$ cat config.mk
export PLATFORM = sky130hd
export DESIGN_NAME = mem_burst_read_2d
export DESIGN_NICKNAME = d
export VERILOG_FILES = /design/src/rtl/mem_burst_read_2d.sv
export SDC_FILE = /design/constraint.sdc
export NUM_CORES = 2
export LEC_CHECK = 0
export BUFFER_PORTS_ARGS = -buffer_cell sky130_fd_sc_hd__buf_2
export CORE_MARGIN = 2
export CORE_UTILIZATION = 55
export DETAILED_ROUTE_END_ITERATION = 8
export MAX_ROUTING_LAYER = met4
export PLACE_DENSITY_LB_ADDON = 0.05
export SLEW_MARGIN = 40
export SYNTH_ARGS = -nofsm -noshare
export SYNTH_HDL_FRONTEND = slang
export SYNTH_SLANG_ARGS = --single-unit
export TNS_END_PERCENT = 10
$ cat constraint.sdc
create_clock -name clk -period 7.8 [get_ports clk]
set_clock_uncertainty 0.1 [all_clocks]
set_input_delay 1.95 -clock clk [delete_from_list [all_inputs] [get_ports clk]]
set_output_delay 1.95 -clock clk [all_outputs]
set_load 0.02 [all_outputs]
$ cat src/rtl/mem_burst_read_2d.sv
// 2-D region burst read master (Avalon-MM) feeding an internal show-ahead FIFO.
// Optional macro MBR2D_ABORT_EN adds control_abort with a discard/flush drain path.
module mem_burst_read_2d #(
    parameter int DATAWIDTH       = 32,
    parameter int BYTEENABLEWIDTH = 4,
    parameter int ADDRESSWIDTH    = 30,
    parameter int FIFODEPTH       = 64,
    parameter int FIFODEPTH_LOG2  = 6,
    parameter int MAXBURST        = 8,
    parameter int BURSTWIDTH      = 4
) (
    input  logic                       clk,
    input  logic                       reset_n,
    input  logic [ADDRESSWIDTH-1:0]    control_read_base,
    input  logic [ADDRESSWIDTH-1:0]    control_line_length,
    input  logic [ADDRESSWIDTH-1:0]    control_stride,
    input  logic [15:0]                control_line_count,
    input  logic                       control_go,
`ifdef MBR2D_ABORT_EN
    input  logic                       control_abort,
`endif
    output logic                       control_busy,
    output logic                       control_done,
    input  logic                       user_read_buffer,
    output logic [DATAWIDTH-1:0]       user_buffer_data,
    output logic                       user_data_available,
    output logic [ADDRESSWIDTH-1:0]    master_address,
    output logic                       master_read,
    output logic [BURSTWIDTH-1:0]      master_burstcount,
    output logic [BYTEENABLEWIDTH-1:0] master_byteenable,
    input  logic [DATAWIDTH-1:0]       master_readdata,
    input  logic                       master_readdatavalid,
    input  logic                       master_waitrequest
);
    localparam int BESHIFT = $clog2(BYTEENABLEWIDTH);
    localparam int PW      = FIFODEPTH_LOG2 + 1;
    localparam int CW      = FIFODEPTH_LOG2 + 3;

    typedef enum logic [1:0] {IDLE, ISSUE, DRAIN, DONE} state_t;

    state_t                    state_reg;
    logic [ADDRESSWIDTH-1:0]   addr_reg, line_addr_reg, stride_reg, len_words_reg, words_left_reg;
    logic [15:0]               lines_left_reg;
    logic                      read_reg, busy_reg, done_reg, discard_reg;
    logic [BURSTWIDTH-1:0]     burst_reg;
    logic [PW-1:0]             pending_reg, pending_next;
    logic [PW-1:0]             fifo_used_reg;
    logic [FIFODEPTH_LOG2-1:0] wr_ptr_reg, rd_ptr_reg;
    logic [DATAWIDTH-1:0]      fifo_mem [FIFODEPTH];

    logic                      accept, hold, frame_end, credit_ok, abort_hit, push, pop;
    logic [ADDRESSWIDTH-1:0]   wl_after, addr_after, line_after;
    logic [15:0]               lines_after;
    logic [BURSTWIDTH-1:0]     next_burst;
    logic [CW-1:0]             credit_sum;

`ifdef MBR2D_ABORT_EN
    logic abort_pend_reg;
    assign abort_hit = control_abort | abort_pend_reg;
`else
    assign abort_hit = 1'b0;
`endif

    // Pointer state after this cycle's accept, and the burst that would follow it.
    always_comb begin
        accept      = read_reg & ~master_waitrequest;
        hold        = read_reg & master_waitrequest;
        wl_after    = words_left_reg;
        addr_after  = addr_reg;
        line_after  = line_addr_reg;
        lines_after = lines_left_reg;
        frame_end   = 1'b0;
        if (accept) begin
            wl_after   = words_left_reg - ADDRESSWIDTH'(burst_reg);
            addr_after = addr_reg + (ADDRESSWIDTH'(burst_reg) << BESHIFT);
            if (wl_after == '0) begin
                if (lines_left_reg > 16'd1) begin
                    line_after  = line_addr_reg + stride_reg;
                    addr_after  = line_after;
                    wl_after    = len_words_reg;
                    lines_after = lines_left_reg - 16'd1;
                end else begin
                    frame_end = 1'b1;
                end
            end
        end
        next_burst = (wl_after >= ADDRESSWIDTH'(MAXBURST)) ? BURSTWIDTH'(MAXBURST)
                                                           : BURSTWIDTH'(wl_after);
        // Count the burst being accepted right now, since pending has not absorbed it yet.
        credit_sum = CW'(fifo_used_reg) + CW'(pending_reg)
                   + (accept ? CW'(burst_reg) : CW'(0)) + CW'(next_burst);
        credit_ok  = (credit_sum <= CW'(FIFODEPTH));
        pending_next = pending_reg + (accept ? PW'(burst_reg) : PW'(0))
                     - PW'(master_readdatavalid);
    end

    always_ff @(posedge clk) begin
        if (!reset_n) begin
            state_reg      <= IDLE;
            addr_reg       <= '0;
            line_addr_reg  <= '0;
            stride_reg     <= '0;
            len_words_reg  <= '0;
            words_left_reg <= '0;
            lines_left_reg <= '0;
            read_reg       <= 1'b0;
            burst_reg      <= '0;
            busy_reg       <= 1'b0;
            done_reg       <= 1'b0;
            discard_reg    <= 1'b0;
            pending_reg    <= '0;
`ifdef MBR2D_ABORT_EN
            abort_pend_reg <= 1'b0;
`endif
        end else begin
            done_reg    <= 1'b0;
            pending_reg <= pending_next;
            case (state_reg)
                IDLE: begin
                    if (control_go) begin
                        addr_reg       <= control_read_base;
                        line_addr_reg  <= control_read_base;
                        stride_reg     <= control_stride;
                        len_words_reg  <= control_line_length >> BESHIFT;
                        words_left_reg <= control_line_length >> BESHIFT;
                        lines_left_reg <= control_line_count;
`ifdef MBR2D_ABORT_EN
                        abort_pend_reg <= 1'b0;
`endif
                        if (control_line_count == 16'd0) begin
                            state_reg <= DONE;
                        end else begin
                            state_reg <= ISSUE;
                            busy_reg  <= 1'b1;
                        end
                    end
                end
                ISSUE: begin
                    if (!hold) begin
                        addr_reg       <= addr_after;
                        line_addr_reg  <= line_after;
                        words_left_reg <= wl_after;
                        lines_left_reg <= lines_after;
                        if (frame_end || abort_hit) begin
                            read_reg    <= 1'b0;
                            discard_reg <= abort_hit;
                            state_reg   <= DRAIN;
                        end else begin
                            read_reg  <= credit_ok;
                            burst_reg <= next_burst;
                        end
                    end
`ifdef MBR2D_ABORT_EN
                    else if (control_abort) begin
                        abort_pend_reg <= 1'b1;
                    end
`endif
                end
                DRAIN: begin
                    if (pending_reg == '0) begin
                        state_reg <= DONE;
                        busy_reg  <= 1'b0;
                    end
                end
                default: begin
                    done_reg    <= 1'b1;
                    discard_reg <= 1'b0;
                    state_reg   <= IDLE;
`ifdef MBR2D_ABORT_EN
                    abort_pend_reg <= 1'b0;
`endif
                end
            endcase
        end
    end

    assign push = master_readdatavalid & ~discard_reg;
    assign pop  = user_read_buffer & (fifo_used_reg != '0);

    always_ff @(posedge clk) begin
        if (push) begin
            fifo_mem[wr_ptr_reg] <= master_readdata;
        end
    end

    // An aborted frame keeps the FIFO flushed until its drain finishes.
    always_ff @(posedge clk) begin
        if (!reset_n || discard_reg) begin
            wr_ptr_reg    <= '0;
            rd_ptr_reg    <= '0;
            fifo_used_reg <= '0;
        end else begin
            if (push) wr_ptr_reg <= wr_ptr_reg + 1'b1;
            if (pop)  rd_ptr_reg <= rd_ptr_reg + 1'b1;
            fifo_used_reg <= fifo_used_reg + PW'(push) - PW'(pop);
        end
    end

    assign user_buffer_data    = fifo_mem[rd_ptr_reg];
    assign user_data_available = (fifo_used_reg != '0);
    assign master_address      = addr_reg;
    assign master_read         = read_reg;
    assign master_burstcount   = burst_reg;
    assign master_byteenable   = '1;
    assign control_busy        = busy_reg;
    assign control_done        = done_reg;
endmodule
# Yosys cells after proc, flatten, opt, wreduce, memory -nomap -nowiden
# Memories as Yosys holds them, arrays and structs flattened. A register that Yosys moved wholly into a read port is not among the register bits.
# Cells that the tools add are included.
# word_totals
ff_bits	200
ram_bits	2048
in_bits	144
output_inout_bits	74
word_cells	120
mem_count	1
# mem_list
memory	words	width	read_ports	rd_ports_with_merged_regs	write_ports	line	rtl
fifo_mem	64	32	1	1	1	49	logic [DATAWIDTH-1:0] fifo_mem [FIFODEPTH];
# op_classes
add_sub_neg	13
magnitude_cmp	3
n_eq_ne	10
muxes	48
n_bitwise	9
n_reduce_logical	20
# ops
operator	n
30-bit 2-to-1 mux	14
30-bit case mux with 2 select lines	3
16-bit 2-to-1 mux	5
16-bit case mux with 2 select lines	1
30-bit adder	1
30-bit by 6-bit adder with 30-bit output	1
30-bit by 4-bit greater-or-equal comparator with 1-bit output, second input constant	1
30-bit zero test	1
30-bit by 4-bit subtractor with 30-bit output	1
16-bit by 1-bit greater-than comparator with 1-bit output, second input constant	1
16-bit zero test	1
2-bit != test, second input constant	8
16-bit by 1-bit subtractor with 16-bit output, second input constant	1
7-bit by 1-bit subtractor with 7-bit output	2
6-bit by 1-bit adder with 6-bit output, second input constant	2
1-bit 2-to-1 mux	12
4-bit 2-to-1 mux	3
6-bit 2-to-1 mux	2
4-bit AND reduction	3
2-bit 2-to-1 mux	5
8-bit by 4-bit adder with 9-bit output	1
9-bit by 4-bit adder with 9-bit output	1
9-bit by 7-bit less-or-equal comparator with 1-bit output, second input constant	1
3-bit AND reduction	3
other kinds (19)	29

# Logic depth before layout (Yosys ltp)
# depth
ltp_word	9
ltp_mapped	30
depth_no_buf	28

# Worst setup path after synthesis
# OpenSTA, ideal clock, no wires.
# synth_path
path_type	input port to flip-flop
start	input port master_waitrequest
end	register read_reg, in the netlist master_read
setup_ps	70
t_arrival_ps	6920
t_required_ps	7630
setup_slack_ps	710
stages	21
path_buffers	1
cell_sequence	nand2b_1 -> clkbuf_1 -> nor3_1 -> a211oi_1 -> o21ai_1 -> or4b_1 -> or4_4 -> nand4bb_1 -> nor2b_1 -> fa_1 -> fa_1 -> ha_1 -> inv_1 -> fa_1 -> xor2_1 -> nand4_1 -> a211o_1 -> maj3_1 -> o21ai_0 -> nand2_1 -> a21oi_1
# synth_between
elab_chain_len	8
elab_cells_between_ends	14
classes_between	2 x add/sub; 2 x order compare; 5 x mux; 4 x bitwise; 1 x reduce/logical
# synth_rtl
element	line	rtl
from (decl)	33	input logic master_waitrequest
1-bit inverter (*)	66	accept = read_reg & ~master_waitrequest;
1-bit bitwise AND (*)	66	
30-bit 2-to-1 mux (*)	73	if (accept) begin
30-bit by 4-bit greater-or-equal comparator with 1-bit output	87	next_burst = (wl_after >= ADDRESSWIDTH'(MAXBURST)) ? BURSTWIDTH'(MAXBURST)
4-bit 2-to-1 mux (*)	87	
via next_burst[3]	54	logic [BURSTWIDTH-1:0] next_burst;
9-bit by 4-bit adder with 9-bit output (*)	91	+ (accept ? CW'(burst_reg) : CW'(0)) + CW'(next_burst);
9-bit by 7-bit less-or-equal comparator with 1-bit output (*)	92	credit_ok = (credit_sum <= CW'(FIFODEPTH));
1-bit 2-to-1 mux (*)	144	if (frame_end || abort_hit) begin
to (signal assigned)	149	read_reg <= credit_ok;
to (decl)	44	logic read_reg, busy_reg, done_reg, discard_reg;
# Mark *: on every way through the listed nets, which the timed path passes. The rest lies on a longest branch.
# A chain may end at the register's enable or synchronous reset.

# Final worst setup path
# layout_path
start	register words_left_reg[0]
end	register read_reg, in the netlist master_read
# layout_between
elab_chain_len	9
elab_cells_between_ends	12
classes_between	2 x add/sub; 2 x order compare; 7 x mux; 1 x reduce/logical
# layout_rtl
element	line	rtl
from (decl)	42	logic [ADDRESSWIDTH-1:0] addr_reg, line_addr_reg, stride_reg, len_words_reg, words_left_reg;
from (signal assigned)	125	words_left_reg <= control_line_length >> BESHIFT;
from (signal assigned)	142	words_left_reg <= wl_after;
30-bit by 4-bit subtractor with 30-bit output	74	wl_after = words_left_reg - ADDRESSWIDTH'(burst_reg);
30-bit zero test or 30-bit 2-to-1 mux (tied branches)	76, 77	
30-bit 2-to-1 mux	76	if (wl_after == '0) begin
30-bit 2-to-1 mux (*)	73	
30-bit by 4-bit greater-or-equal comparator with 1-bit output	87	
4-bit 2-to-1 mux (*)	87	
via next_burst[3]	54	
9-bit by 4-bit adder with 9-bit output (*)	91	
9-bit by 7-bit less-or-equal comparator with 1-bit output (*)	92	
1-bit 2-to-1 mux (*)	144	
# Marked as above.

==> results.md <==
STA:
- The number of pins exceeding their max-slew limit in the final report came to 0.
- Setup repair after global routing left no endpoint under its margin.
- After layout, the minimum clock period comes to 7350 ps.
- Dividing the final minimum period by the clock period gives 0.943.
- The top achievable clock speed is 0.136 GHz.
- After layout, the worst setup slack is 446 ps.
- The setup TNS after final layout is 0 ps.
- At the pin with the least slew margin, the transition time is 895 ps.
- Setup violations remaining at the end of the flow were counted as 0.
- Measured against its own limit, the worst slew margin works out to 0.402.
- The number of failing hold endpoints at the final stage is 0.

Worst setup path:
- The type of destination of the critical path is a flop.
- STA classifies the critical path startpoint as a flop.
- Across all register-to-register paths, the minimum setup slack is 450 ps.
- The timing startpoint of the critical path is words_left_reg[0].
- The destination of the critical timing path is master_read.
- The worst register-to-register path begins at words_left_reg[0].
- The required arrival time at the worst endpoint is 8460 ps.
- The reg-to-reg endpoint is master_read.
- The depth of the worst register-to-register path is 26.
- The signal arrival time at the worst endpoint is 8020 ps.
- Of all nets on the critical path, the largest fanout is 8.
- The critical path start-end classification is reg2reg.

Global route:
- Across every metal layer, demand over resource in global routing totals 0.299.
- Entering global routing, the biggest net connects 114 pins.
- The total congestion overflow after global routing is 0.
- The number of antenna violations at the first check in global routing is 14.
- The number of global-route vias before repair is 47265.
- The first global-routing pass estimated 345000 um of wire.

Die:
- The total area inside the core boundary comes to 163000 sq um.
- The number of placement rows is 148.
- In this run the count of I/O pins placed on the die edge is 218.
- The area enclosed by the die boundary is 168000 sq um.
- The starting density of the core is 0.555.
- The die is 410 um tall.
- Measured along the x axis, the die boundary spans 410 um.

Route:
- The number of remaining DRC errors is 0.
- In the routed layout, each cell is associated on average with a via count of 6.48.
- The count of vias placed by the detailed router is 48125.
- The post-detailed-route wirelength per cell is 32.4 um.
- In this run the remaining antenna-violating nets after routing total 0.
- The DRC marker count from the first detailed-route iteration is 5645.
- The top metal layer carrying routed signals is met4.
- For this run, the detailed router's first-pass iteration total came to 5.
- Wire segments on met3 add up to 18800 um in the final route.
- The detailed router put a total of 100000 um of wire on met1.
- The detailed-route wire length is 240000 um.
- The amount of wire on met2 after detailed routing is 115000 um.

Hold path:
- The worst min-delay path category is reg2reg.
- The worst hold path begins at len_words_reg[5].

Final layout:
- With fillers left out, the area of the finished cells amounts to 103000 sq um.
- For this run, the post-layout net count is 5283.
- From synthesis to final layout, the design area changed by 13.9%.
- The top register by number of flip-flops is fifo_mem.
- In the final layout, flip-flops and latches occupy 65600 sq um.
- The area of the multi-input gates is 24300 sq um.
- The layout has 11324 filler cells.
- The register with the most flip-flops in the layout has 2048 of them.
- In the final layout, the share of cells above drive strength 1 is 0.282.

Place:
- The final weighted congestion in routability-driven placement is 0.888.
- The post-place setup slack is 19.4 ps.
- The half-perimeter wire length after placement is 142000 um.
- During placement, the flow inserted port buffers numbering 211.
- After detailed placement, the total cell area comes to 95900 sq um.

Clocking:
- The clock tree synthesis step divided the H-tree into 4 levels.
- The clock net in this run drives a total of 2253 sinks.
- The clock transition at the register clock pins on the worst setup and hold paths after CTS is 60 ps.
- The number of clock buffers added by TritonCTS is 221.
- The clock tree from TritonCTS is yes.
- The buffer cell driving the clock tree root is sky130_fd_sc_hd__clkbuf_16.
- The maximum count of clock buffers along a single path is 3.
- The number of hold buffers added after cts is 0.
- The later pin in the worst-skew pair is clocked with a latency of 840 ps.

Synth:
- For this run, the number of Yosys warnings is 0.
- The async set or reset register ratio after synthesis is 0.
- Counting instances in the post-synthesis netlist gives the leading cell types as sky130_fd_sc_hd__edfxtp_1 (2048), sky130_fd_sc_hd__mux4_2 (662), sky130_fd_sc_hd__nor2_1 (273), sky130_fd_sc_hd__nand2_1 (248), sky130_fd_sc_hd__dfxtp_1 (205).
- The distinct cell type count after synthesis is 81.
- The gate count of the mapped netlist is 4695.
- The sequential element share of the synthesized area is 0.725.
- Dividing the synthesized area by the synthesized cell count gives 19.3 sq um.
- By instance count, the leading cell after synthesis is sky130_fd_sc_hd__edfxtp_1.
- In this run, synthesis produced a sequential element count of 2253.
- The most common flop cell mapped by yosys is sky130_fd_sc_hd__edfxtp_1.
- The mapped cell area is 90500 sq um.
- The cell taking the most area after synthesis is sky130_fd_sc_hd__edfxtp_1.
- The share of Yosys cell area claimed by the top area cell type is 0.679.
- By area the synthesized netlist is led by sky130_fd_sc_hd__edfxtp_1 (68%), sky130_fd_sc_hd__mux4_2 (16%), sky130_fd_sc_hd__dfxtp_1 (4.5%).
- The number of synthesized flops with an enable pin is 2048.

Pwr:
- The leakage power figure is 32.6 nW.
- The power density relative to cell area is 302 nW/um^2.
- IR analysis of the VDD net gives a maximum drop of 0.000234 V.
- The overall power consumption is 31.1 mW.

Status:
- The flow ran to the end, and the final reports show no timing, DRC or antenna violations.

Flow run:
- The max-cap check violation count is 0.
## critical path, stage by stage (launching register included)
cell and delay [ps]:
sky130_fd_sc_hd__dfxtp_1 360, sky130_fd_sc_hd__inv_1 70, sky130_fd_sc_hd__ha_1 210, sky130_fd_sc_hd__fa_1 430, sky130_fd_sc_hd__xnor2_1 190, sky130_fd_sc_hd__or3_1 360, sky130_fd_sc_hd__nor4_1 270, sky130_fd_sc_hd__o211ai_1 170
sky130_fd_sc_hd__nor4_2 350, sky130_fd_sc_hd__and4b_1 520, sky130_fd_sc_hd__o21ai_0 150, sky130_fd_sc_hd__a2bb2oi_1 360, sky130_fd_sc_hd__o2111ai_1 230, sky130_fd_sc_hd__nand4bb_2 370, sky130_fd_sc_hd__nor2b_1 190, sky130_fd_sc_hd__fa_1 450
sky130_fd_sc_hd__fa_1 520, sky130_fd_sc_hd__ha_1 170, sky130_fd_sc_hd__inv_1 60, sky130_fd_sc_hd__fa_1 450, sky130_fd_sc_hd__xor2_1 150, sky130_fd_sc_hd__nand4_1 140, sky130_fd_sc_hd__a211o_1 300, sky130_fd_sc_hd__maj3_1 340
sky130_fd_sc_hd__o21ai_0 170, sky130_fd_sc_hd__nand2_1 80, sky130_fd_sc_hd__a21oi_1 110
## power breakdown
part	switching (mW)	internal, mW	total, mW
Combinational	3.70	3.05	6.75
Clock	4.52	5.88	10.4
Sequential	0.458	13.5	14.0
Total	8.68	22.5	31.1
## metrics by stage
stage	instances	hold slack [ps]	utilization
floorplan	4698	332	-
global placement	6960	344	0.583
detailed placement	6993	351	0.588
CTS	7410	359	0.631
global route	7419	376	0.632
finish	7425	356	0.632
## layer usage
metal / track usage / up-vias
li1: - / 19978
met1: 0.431 / 25789
met2: 0.455 / 1978
met3: 0.0471 / 380
met4: 0.0759 / 0
met5: - / -
## cell families (layout without fill, tap and decap cells)
kind of cell / Yosys count / in the layout / share of synthesized area
AOI/OAI and AO/OA: 476 / 476 / 0.0327
xor gates and xnor gates: 55 / 55 / 0.00532
adders and majority gates: 94 / 94 / 0.0141
buffers and inverters: 323 / 865 / 0.0138
DFF: 2253 / 2253 / 0.725
muxes: 706 / 706 / 0.170
other: 1 / 14 / 0.0000414
and+or+nand+nor: 787 / 787 / 0.0398
## worst min-delay path by stage
stage                             end  slack, ps  cells after the start
finish               len_words_reg[5]        360                      2
detailed placement   len_words_reg[5]        350                      2
CTS                  len_words_reg[5]        360                      2
global route        master_address[0]        380                      1
global placement     len_words_reg[5]        340                      2
floorplan           len_words_reg[26]        330                      2
## final cells by class
| type | instances | area share |
|---|---|---|
| Clock inverter | 122 | 0.00971 |
| Multi-Input combinational cell | 2122 | 0.235 |
| Timing Repair Buffer | 383 | 0.0309 |
| Sequential cell | 2253 | 0.636 |
| Inverter | 65 | 0.00239 |
| Tap cell | 2175 | 0.0264 |
| Clock buffer | 295 | 0.0588 |
| Antenna cell | 10 | 0.000243 |
## layout by cell type, fill, tap and decap left out, types with 62 or more instances in the layout
cell                        netlist  routed
sky130_fd_sc_hd__a21oi_1        176     174
sky130_fd_sc_hd__dfxtp_1        205     198
sky130_fd_sc_hd__buf_4            5     137
sky130_fd_sc_hd__edfxtp_1      2048    2048
sky130_fd_sc_hd__ha_1            79      78
sky130_fd_sc_hd__mux4_2         662     662
sky130_fd_sc_hd__clkbuf_16        0     226
sky130_fd_sc_hd__nor2_1         273     211
sky130_fd_sc_hd__inv_1           64      63
sky130_fd_sc_hd__nand2_1        248     247
sky130_fd_sc_hd__nor2_4           0      62
sky130_fd_sc_hd__o21ai_0         89      86
sky130_fd_sc_hd__buf_2            1     181
## what timing repair did
item,4_1_cts,5_1_grt
setup buffers,0,0
gates resized for setup,0,9
hold endpoints to repair,0,0
endpoints found under the setup margin,0,1
No activity file was read; power rests on OpenSTA's default activity.
